[src/rtl/ym_write_sequencer.sv]
// ym_write_sequencer
//
// Queued register-write sequencer for a dual YM2149 (TurboSound) pair.
// CPU-side (chip, register, data) requests go into a small FIFO. An FSM
// drains the FIFO onto the shared AY bus. Each write has these steps:
//   - an optional chip-select settle gap,
//   - a BC1/BDIR address-latch phase and its gap,
//   - a BDIR data-write phase and its gap.
// Phase and gap lengths are programmable. Software can therefore write at
// cpu_clock rate without violating YM bus timing.
//
// Optional feature, macro YM_ADDR_CACHE_EN:
//   Each chip remembers the last register index it latched. When a write
//   targets that register again, the address phase and its gap are skipped.
//
// Parameters
//   FIFO_DEPTH  request FIFO entries (power of two, 2..16)
//   PHASE_CYC   cycles BDIR is held high per phase (1..15)
//   GAP_CYC     idle cycles after each phase and after a chip switch (1..15)
//
// Ports
//   cpu_clock   in   sole clock, rising edge
//   reset       in   asynchronous, active-low reset
//   req_valid   in   write request present
//   req_ready   out  FIFO can accept (not full)
//   req_chip    in   target chip 0/1
//   req_reg     in   YM register index
//   req_data    in   value to write
//   busy        out  FIFO non-empty or sequencer active
//   ym_da       out  DA bus value
//   ym_da_oe    out  DA bus drive enable
//   bc1, bdir   out  YM bus control
//   ym_0, ym_1  out  chip selects (ym_1 = selected chip, ym_0 = its inverse)

module ym_write_sequencer #(
    parameter int FIFO_DEPTH = 4,
    parameter int PHASE_CYC  = 2,
    parameter int GAP_CYC    = 1
) (
    input  logic       cpu_clock,
    input  logic       reset,
    input  logic       req_valid,
    output logic       req_ready,
    input  logic       req_chip,
    input  logic [3:0] req_reg,
    input  logic [7:0] req_data,
    output logic       busy,
    output logic [7:0] ym_da,
    output logic       ym_da_oe,
    output logic       bc1,
    output logic       bdir,
    output logic       ym_0,
    output logic       ym_1
);

    localparam int            AW       = (FIFO_DEPTH > 1) ? $clog2(FIFO_DEPTH) : 1;
    localparam int            CW       = AW + 1;
    localparam logic [CW-1:0] FULL_CNT = CW'(FIFO_DEPTH);
    localparam logic [3:0]    PHASE_LD = 4'(PHASE_CYC - 1);
    localparam logic [3:0]    GAP_LD   = 4'(GAP_CYC - 1);

    typedef enum logic [2:0] {
        S_IDLE, S_SEL, S_ADDR, S_AGAP, S_DATA, S_DGAP
    } state_t;

    state_t        state, next_state, start_state;
    logic [3:0]    cnt;
    logic          cnt_zero;

    logic [12:0]   fifo_mem [FIFO_DEPTH];
    logic [AW-1:0] wr_ptr, rd_ptr;
    logic [CW-1:0] count;
    logic          push, pop;

    // Entry the FSM will work on after this edge. When the head is popped,
    // this is the following entry.
    logic [12:0]   nxt_entry;
    logic          nxt_chip;
    logic [3:0]    nxt_reg;
    logic [7:0]    nxt_data;
    logic          nxt_avail;
    logic          nxt_hit;

    logic          ym_sel;
    logic          bc1_d, bdir_d, oe_d, sel_d;
    logic [7:0]    da_d;

    assign req_ready = (count != FULL_CNT);
    assign push      = req_valid && req_ready;
    assign cnt_zero  = (cnt == 4'd0);
    assign pop       = (state == S_DGAP) && cnt_zero;

    assign nxt_entry = pop ? fifo_mem[rd_ptr + AW'(1)] : fifo_mem[rd_ptr];
    assign nxt_avail = pop ? (count > CW'(1)) : (count != '0);
    assign nxt_chip  = nxt_entry[12];
    assign nxt_reg   = nxt_entry[11:8];
    assign nxt_data  = nxt_entry[7:0];

    assign busy = (count != '0) || (state != S_IDLE);
    assign ym_1 = ym_sel;
    assign ym_0 = ~ym_sel;

    // FIFO storage (data only, not reset)
    always_ff @(posedge cpu_clock) begin
        if (push) begin
            fifo_mem[wr_ptr] <= {req_chip, req_reg, req_data};
        end
    end

    // FIFO pointers / occupancy
    always_ff @(posedge cpu_clock or negedge reset) begin
        if (!reset) begin
            wr_ptr <= '0;
            rd_ptr <= '0;
            count  <= '0;
        end else begin
            if (push) wr_ptr <= wr_ptr + AW'(1);
            if (pop)  rd_ptr <= rd_ptr + AW'(1);
            count <= count + CW'(push) - CW'(pop);
        end
    end

`ifdef YM_ADDR_CACHE_EN
    logic [1:0][3:0] cache_reg;
    logic [1:0]      cache_vld;

    // The register latched into the selected chip is recorded as the
    // address phase completes.
    always_ff @(posedge cpu_clock or negedge reset) begin
        if (!reset) begin
            cache_reg <= '0;
            cache_vld <= '0;
        end else if ((state == S_ADDR) && cnt_zero) begin
            cache_reg[ym_sel] <= nxt_reg;
            cache_vld[ym_sel] <= 1'b1;
        end
    end

    assign nxt_hit = cache_vld[nxt_chip] && (cache_reg[nxt_chip] == nxt_reg);
`else
    assign nxt_hit = 1'b0;
`endif

    // First state of a write for the upcoming entry
    always_comb begin
        if (nxt_chip != ym_sel) begin
            start_state = S_SEL;
        end else if (nxt_hit) begin
            start_state = S_DATA;
        end else begin
            start_state = S_ADDR;
        end
    end

    // State register and phase counter
    always_ff @(posedge cpu_clock or negedge reset) begin
        if (!reset) begin
            state <= S_IDLE;
            cnt   <= '0;
        end else begin
            state <= next_state;
            if (next_state != state) begin
                cnt <= ((next_state == S_ADDR) || (next_state == S_DATA)) ? PHASE_LD : GAP_LD;
            end else if (!cnt_zero) begin
                cnt <= cnt - 4'd1;
            end
        end
    end

    // Next-state logic
    always_comb begin
        next_state = state;
        case (state)
            S_IDLE: if (nxt_avail) next_state = start_state;
            S_SEL:  if (cnt_zero)  next_state = nxt_hit ? S_DATA : S_ADDR;
            S_ADDR: if (cnt_zero)  next_state = S_AGAP;
            S_AGAP: if (cnt_zero)  next_state = S_DATA;
            S_DATA: if (cnt_zero)  next_state = S_DGAP;
            S_DGAP: if (cnt_zero)  next_state = nxt_avail ? start_state : S_IDLE;
            default:               next_state = S_IDLE;
        endcase
    end

    // Output decode from the next state, so the bus pins come straight from flops
    always_comb begin
        bc1_d  = 1'b0;
        bdir_d = 1'b0;
        oe_d   = 1'b1;
        da_d   = ym_da;
        sel_d  = ym_sel;
        case (next_state)
            S_IDLE: oe_d = 1'b0;
            S_SEL: begin
                oe_d = 1'b0;
                if (state != S_SEL) sel_d = nxt_chip;
            end
            S_ADDR: begin
                bc1_d  = 1'b1;
                bdir_d = 1'b1;
                da_d   = {4'b0000, nxt_reg};
            end
            S_DATA: begin
                bdir_d = 1'b1;
                da_d   = nxt_data;
            end
            S_AGAP, S_DGAP: ;
            default: oe_d = 1'b0;
        endcase
    end

    // Registered bus outputs
    always_ff @(posedge cpu_clock or negedge reset) begin
        if (!reset) begin
            bc1      <= 1'b0;
            bdir     <= 1'b0;
            ym_da_oe <= 1'b0;
            ym_da    <= 8'h00;
            ym_sel   <= 1'b0;
        end else begin
            bc1      <= bc1_d;
            bdir     <= bdir_d;
            ym_da_oe <= oe_d;
            ym_da    <= da_d;
            ym_sel   <= sel_d;
        end
    end

endmodule

[config.mk]
export PLATFORM = sky130hd
export DESIGN_NAME = ym_write_sequencer
export DESIGN_NICKNAME = d
export VERILOG_FILES = /design/src/rtl/ym_write_sequencer.sv
export SDC_FILE = /design/constraint.sdc
export NUM_CORES = 1
export LEC_CHECK = 0
export CAP_MARGIN = 5
export CELL_PAD_IN_SITES_DETAIL_PLACEMENT = 0
export CELL_PAD_IN_SITES_GLOBAL_PLACEMENT = 1
export CORE_UTILIZATION = 25
export CTS_CLUSTER_DIAMETER = 30
export DETAILED_ROUTE_END_ITERATION = 8
export GPL_TIMING_DRIVEN = 0
export PLACE_DENSITY = 0.52
export SLEW_MARGIN = 10
export SYNTH_ARGS = -nofsm -noshare
export SYNTH_HDL_FRONTEND = slang
export SYNTH_SLANG_ARGS = --single-unit
[constraint.sdc]
create_clock -name cpu_clock -period 3.49 [get_ports cpu_clock]
set_input_delay 0.349 -clock cpu_clock [delete_from_list [all_inputs] [get_ports cpu_clock]]
set_output_delay 0.349 -clock cpu_clock [all_outputs]
set_load 0.05 [all_outputs]
==> metrics.yaml, run 1 <==
route:
  post_drt_via_cell_ratio: 4.89
  drc: 0
  drtPass1Iterations: 4
  postRouteAntennaNets: 0
  vias: 2555
  wl_mm: 9.12
  initialDrtViolationCount: 147
  wire_per_inst_microns: 17.5
floorplan:
  fp.dieH_microns: 126
  io_pins: 31
  initial_utilization_pct: 26.1
  core.rowCount: 44
  core_sq_mm: 0.0148
  dieWidth_microns: 126
  die_area_sq_mm: 0.0159
setup_path:
  max_stage_delay_ns: 0.46
  slowest_stage: "clkinvlp_4"
  start_kind: "flip-flop"
  cp-end-kind: "flip-flop"
  critical_path_arrival_ns: 3.30
  cp_cell_sequence: "inv_1, ha_1, and4bb_2, nand2_1, clkinvlp_4, ha_1, inv_1, ha_1, inv_1, fa_1, xor2_1"
  crit_path_max_fanout: 17
  critPathKind: "flip-flop to flip-flop"
  r2r_slack_ns: 0.41
  cp.required_ns: 3.71
layout:
  syn_to_final_growth_pct: 20.3
  fillers: 1527
  nets: 360
  drive_above_1_share_pct: 15.7
  num_antenna_cells: 0
power_and_ir_drop:
  p_leak_nw: 1.63
  ir_worst_vdd_mv: 0.349
  p_per_area_mw_per_mm2: 900
grt:
  grt_pass1_vias: 2673
  track_usage_pct: 12.4
  grt.overflow.total: 0
  grt_pass1_wl_mm: 14.7
  grt_max_degree: 27
  antenna_found_initial: 0
placement:
  io_buffers: 30
  place_hpwl_mm: 6.33
  gp_congestion: 0.731
  pre_cts_ws_ns: 0.188
synthesis:
  synth.area.top_cells: "edfxtp_1 41%, dfrtp_1 17%, mux2_2 3.5%"
  syn_area_per_cell_sq_um: 13.1
  synth-edff-count: 52
  synth_top_area_cell: "edfxtp_1"
  netlist_area_sq_mm: 0.00385
  ys_ff_latch: 78
  yosysMostFrequentCell: "edfxtp_1"
  syn_nets: 320
  ys_seq_area_share_pct: 57.4
  yosys_most_used_dff: "edfxtp_1"
  ys_types: 55
  yosysWarnings: 0
  synthArstFlopShare_pct: 33.3
  synth_top_area_share_pct: 40.5
  yosys-top-cells-count: "52 x edfxtp_1, 26 x dfrtp_1, 20 x inv_1"
  netlist_instances: 294
clocking:
  cts.sinks: 78
  clockBufferDepth: 2
  htree_num_levels: 3
  cts_tree: "yes"
  insertion_delay_ns: 0.34
  cts_made_buffers: 9
  clock-root-buffer: "clkbuf_16"
  path_clk_slew_ns: 0.06
sta:
  rsz0062_at_grt: "false"
  drv_slew: 0
  final.period_utilization_pct: 88.2
  fmax_mhz: 325
  slew_headroom_pct: 45.4
  final-setup-viol-count: 0
  fin_skew_ns: 0.00732
  tns_ns: 0
  worst_slack_ns: 0.412
  worstMarginPinSlew_ns: 0.812
  whs_ns: 0.0610
  post-route-min-period_ns: 3.08
  hold_viol_final: 0
worst_hold_path:
  hold_path.class: "input port to asynchronous set/reset pin"
run:
  cap_viol_max_count: 0
status:
  status: "finished clean"
==> registers in the layout, indices dropped and copies added, names as in the netlist <==
signal,count
ym_1,1
count,3
rd_ptr,2
cnt,4
bdir,1
ym_da,8
ym_da_oe,1
wr_ptr,2
state,3
fifo_mem,52
bc1,1
==> worst max-delay path: cells and delay by family, from the launching register on <==
kind | cells | cell delay (ns)
XOR/XNOR | 1 | 0.17
adder cells (fa/ha/maj) | 4 | 1.16
buffers and inverters | 4 | 0.61
flip-flops | 1 | 0.37
AND/OR/NAND/NOR | 2 | 0.64
==> cells by family after synthesis <==
| family | count (synthesis) | synth area share (%) |
|---|---|---|
| flip-flops | 78 | 57.4 |
| XOR/XNOR | 7 | 1.59 |
| adder cells (fa/ha/maj) | 10 | 3.44 |
| multiplexers | 23 | 7.76 |
| AND/OR/NAND/NOR | 65 | 9.10 |
| buffers and inverters | 38 | 4.03 |
| AO/OA/AOI/OAI | 73 | 16.6 |
==> power by group <==
group | total (mW) | switching, mW | internal (mW)
logic | 1.95 | 1.19 | 0.764
clock network | 0.822 | 0.347 | 0.475
registers | 1.40 | 0.137 | 1.26
total | 4.17 | 1.67 | 2.50
==> per-layer routing <==
layer	track usage, %	wire length [microns]	up-vias
li1	-	-	1229
met1	15.6	4240	1256
met2	19.8	4270	60
met3	4.04	476	10
met4	4.54	128	0
met5	0	0	-
==> what timing repair did <==
item,4_1_cts,5_1_grt
hold endpoints to repair,0,0
resized for setup,0,1
endpoints found under the setup margin,0,1
buffers inserted,0,0
hold buffers,0,0
==> final cells by class <==
cell class / count / area (sq um) / share of cell area (%)
buffer: 15 / 68.8 / 1.48
inverter: 22 / 86.3 / 1.86
sequential: 78 / 2210 / 47.7
multi-input combinational: 178 / 1480 / 32.0
tap: 184 / 230 / 4.97
timing repair buffer: 30 / 295 / 6.37
clock inverter: 4 / 25.0 / 0.540
clock buffer: 11 / 233 / 5.02
==> per-stage QoR <==
step / power, mW / utilization (%) / instances / cell area, sq um
3_5_place_dp: 3.39 / 29.7 / 508 / 4380
5_1_grt: 4.47 / 31.4 / 522 / 4630
4_1_cts: 4.24 / 31.4 / 523 / 4630
2_1_floorplan: 2.82 / - / 294 / 3850
3_3_place_gp: 3.37 / 29.7 / 508 / 4380
6_report: 4.17 / 31.4 / 522 / 4630
==> final timing paths <==
| path | start | end | depth (start not counted) |
|---|---|---|---|
| min in group cpu_clock | ym_da[5]$_DFFE_PN0P_ | ym_da[5]$_DFFE_PN0P_ | 2 |
| setup reg to reg | cnt[0]$_DFFE_PN0P_ | count[2]$_DFF_PN0_ | 11 |
| setup / recovery | cnt[0]$_DFFE_PN0P_ | count[2]$_DFF_PN0_ | 11 |
| max in group asynchronous | reset | rd_ptr[1]$_DFFE_PN0N_ | 1 |
| hold / removal | reset | wr_ptr[1]$_DFFE_PN0P_ | 1 |
| hold reg to reg | ym_da[5]$_DFFE_PN0P_ | ym_da[5]$_DFFE_PN0P_ | 2 |
==> layout by cell type, fill, tap and decap left out, drive strengths merged, types with 2 or more instances in the layout <==
master and count:
dfrtp 26, o311ai 2, edfxtp 52, o22ai 4, nand2 12, a22oi 7, o2bb2ai 4, nor2b 3
clkinvlp 2, mux4 3, nor3 10, xnor2 5, a22o 2, o31ai 4, and3 4, nand3 3
or3 7, ha 9, buf 4, o221ai 13, clkinv 4, nor2 11, nor3b 3, xor2 2
o21ai 10, mux2 16, clkdlybuf4s50 29, a221oi 5, o221a 12, a21oi 2, clkbuf 23, inv 20
mux2i 4, and2 5
No activity file was read; power rests on OpenSTA's default activity.
==> run 2, diff against run 1 <==
--- a/config.mk
+++ b/config.mk
@@ -10,6 +10,7 @@
 export CELL_PAD_IN_SITES_GLOBAL_PLACEMENT = 1
 export CORE_UTILIZATION = 25
 export CTS_CLUSTER_DIAMETER = 30
+export CTS_CLUSTER_SIZE = 10
 export DETAILED_ROUTE_END_ITERATION = 8
 export GPL_TIMING_DRIVEN = 0
 export PLACE_DENSITY = 0.52
==> results of run 2 <==
The final DEF is identical to that of run 1; final timing and power are the same.
==> run 3, diff against run 2 <==
--- a/config.mk
+++ b/config.mk
@@ -13,7 +13,9 @@
 export CTS_CLUSTER_SIZE = 10
 export DETAILED_ROUTE_END_ITERATION = 8
 export GPL_TIMING_DRIVEN = 0
+export HOLD_SLACK_MARGIN = 0.12
 export PLACE_DENSITY = 0.52
+export SKIP_CTS_REPAIR_TIMING = 1
 export SLEW_MARGIN = 10
 export SYNTH_ARGS = -nofsm -noshare
 export SYNTH_HDL_FRONTEND = slang
==> metrics.yaml, run 3 (same netlist as run 1, synthesis figures left out) <==
placement:
  dpl_cell_area_sq_mm: 0.00438  # unchanged
  io_buffers: 30  # unchanged
  place_hpwl_mm: 6.33  # unchanged
  dp.cells: 508  # unchanged
  pre_cts_ws_ns: 0.188  # unchanged
  gp_congestion: 0.731  # unchanged
power_and_ir_drop:
  swShare_pct: 40.1  # about the same
  ir_worst_vdd_mv: 0.349  # about the same
  p_per_area_mw_per_mm2: 898  # -0.21%
  power.switching_mw: 1.67  # about the same
  comb_power_share_pct: 46.8  # about the same
  clock_power_share_pct: 19.7  # about the same
  intPower_mw: 2.50  # about the same
  p_total_mw: 4.17  # about the same
  p_seq_share_pct: 33.5  # about the same
  p_leak_nw: 1.64  # +0.26%
layout:
  largest_register_ffs: 52  # unchanged
  final_common_cell: "edfxtp_1"
  final_util_pct: 31.5  # +0.068 points
  fin_cells: 523  # +0.19%
  largest-register: "fifo_mem"
  regArea_sq_mm: 0.00221  # unchanged
  fillers: 1526  # -0.065%
  reg_top3: "fifo_mem x52, ym_da x8, cnt x4"
  nets: 361  # +0.28%
  syn_to_final_growth_pct: 20.6
  drive_above_1_share_pct: 15.6  # -0.046 points
  design_area_sq_mm: 0.00464  # +0.22%
  multi_input_area_sq_mm: 0.00148  # unchanged
  final_cell_mix: "52 x edfxtp_1, 29 x clkdlybuf4s50_1, 26 x dfrtp_1, 20 x inv_1, 14 x clkbuf_1"
  num_antenna_cells: 0  # unchanged
setup_path:
  critPathKind: "flip-flop to flip-flop"
  cp-end-kind: "flip-flop"
  cp.required_ns: 3.71  # about the same
  critical_path_arrival_ns: 3.28  # -0.02 ns
  start_kind: "flip-flop"
  crit_path_max_fanout: 17  # unchanged
run:
  cap_viol_max_count: 0  # unchanged
route:
  wire_per_inst_microns: 17.4  # -0.41%
  wl_mm: 9.10  # -0.22%
  initialDrtViolationCount: 117  # -20%
  drc: 0  # unchanged
  drtPass1Iterations: 4  # unchanged
  post_drt_via_cell_ratio: 4.88  # -0.27%
  vias: 2553  # -0.078%
  postRouteAntennaNets: 0  # unchanged
floorplan:
  fp.dieH_microns: 126  # unchanged
  dieWidth_microns: 126  # unchanged
  core_sq_mm: 0.0148  # unchanged
  core.rowCount: 44  # unchanged
  io_pins: 31  # unchanged
  die_area_sq_mm: 0.0159  # unchanged
  initial_utilization_pct: 26.1  # unchanged
clocking:
  cts_made_buffers: 9  # unchanged
  cts_tree: "yes"
  insertion_delay_ns: 0.34  # about the same
  clock-root-buffer: "clkbuf_16"
  htree_num_levels: 3  # unchanged
  cts.sinks: 78  # unchanged
  clockBufferDepth: 2  # unchanged
  path_clk_slew_ns: 0.06  # about the same
worst_hold_path:
  hold_path.class: "flip-flop to flip-flop"
sta:
  hold_viol_final: 0  # unchanged
  drv_slew: 0  # unchanged
  worstMarginPinSlew_ns: 0.809  # -0.00373 ns
  whs_ns: 0.512  # +0.451 ns
  tns_ns: 0  # unchanged
  rsz0062_at_grt: "false"
  fin_skew_ns: 0.00708  # -0.000245 ns
  post-route-min-period_ns: 3.05  # -0.0229 ns
  slew_headroom_pct: 45.7  # +0.25 points
  final.period_utilization_pct: 87.5  # -0.66 points
  worst_slack_ns: 0.435  # +0.0229 ns
  fmax_mhz: 327  # +0.75%
  final-setup-viol-count: 0  # unchanged
grt:
  track_usage_pct: 12.4  # unchanged
  antenna_found_initial: 0  # unchanged
  grt_pass1_wl_mm: 14.7  # unchanged
  grt.overflow.total: 0  # unchanged
  grt_pass1_vias: 2673  # unchanged
  grt_max_degree: 27  # unchanged
status:
  status: "finished clean"
[run 3: power groups by stage]
stage                     combinational [mW]  sequential [mW]  clock (mW)
after floorplan                         1.25             1.57           0
after global placement                  1.96             1.41           0
final                                   1.95             1.40       0.821
after global routing                    2.15             1.43       0.892
after CTS                               1.98             1.40       0.854
after detailed placement                1.97             1.42           0
[run 3: final timing paths]
path	slack (ns)	startpoint	cells after the start	to
max in group asynchronous	2.46	reset	2	rd_ptr[1]$_DFFE_PN0N_
min	0.51	ym_da[5]$_DFFE_PN0P_	2	ym_da[5]$_DFFE_PN0P_
min in group asynchronous	0.59	reset	2	wr_ptr[1]$_DFFE_PN0P_
max	0.44	cnt[0]$_DFFE_PN0P_	11	count[2]$_DFF_PN0_
max reg2reg	0.44	cnt[0]$_DFFE_PN0P_	11	count[2]$_DFF_PN0_
min reg2reg	0.51	ym_da[5]$_DFFE_PN0P_	2	ym_da[5]$_DFFE_PN0P_
[run 3: worst max-delay path, stage by stage, from the launching register on]
cell	delay, ns
dfrtp_1	0.37
inv_1	0.05
ha_1	0.26
and4bb_2	0.31
nand2_1	0.32
clkinvlp_4	0.45
ha_1	0.41
inv_1	0.05
ha_1	0.12
inv_1	0.05
fa_1	0.37
xor2_1	0.17
[run 3: metal layers]
layer  wire length (microns)  global-route usage (%)
met1                    4260                    15.6
met4                     128                    4.54
met2                    4260                    19.8
met5                       0                       0
met3                     446                    4.04
[run 3: layout make-up]
class,instances,area share [%]
timing repair buffer,31,6.57
clock buffer,11,5.01
tap,184,4.96
sequential,78,47.6
buffer,15,1.48
multi-input combinational,178,32.0
inverter,22,1.86
clock inverter,4,0.539
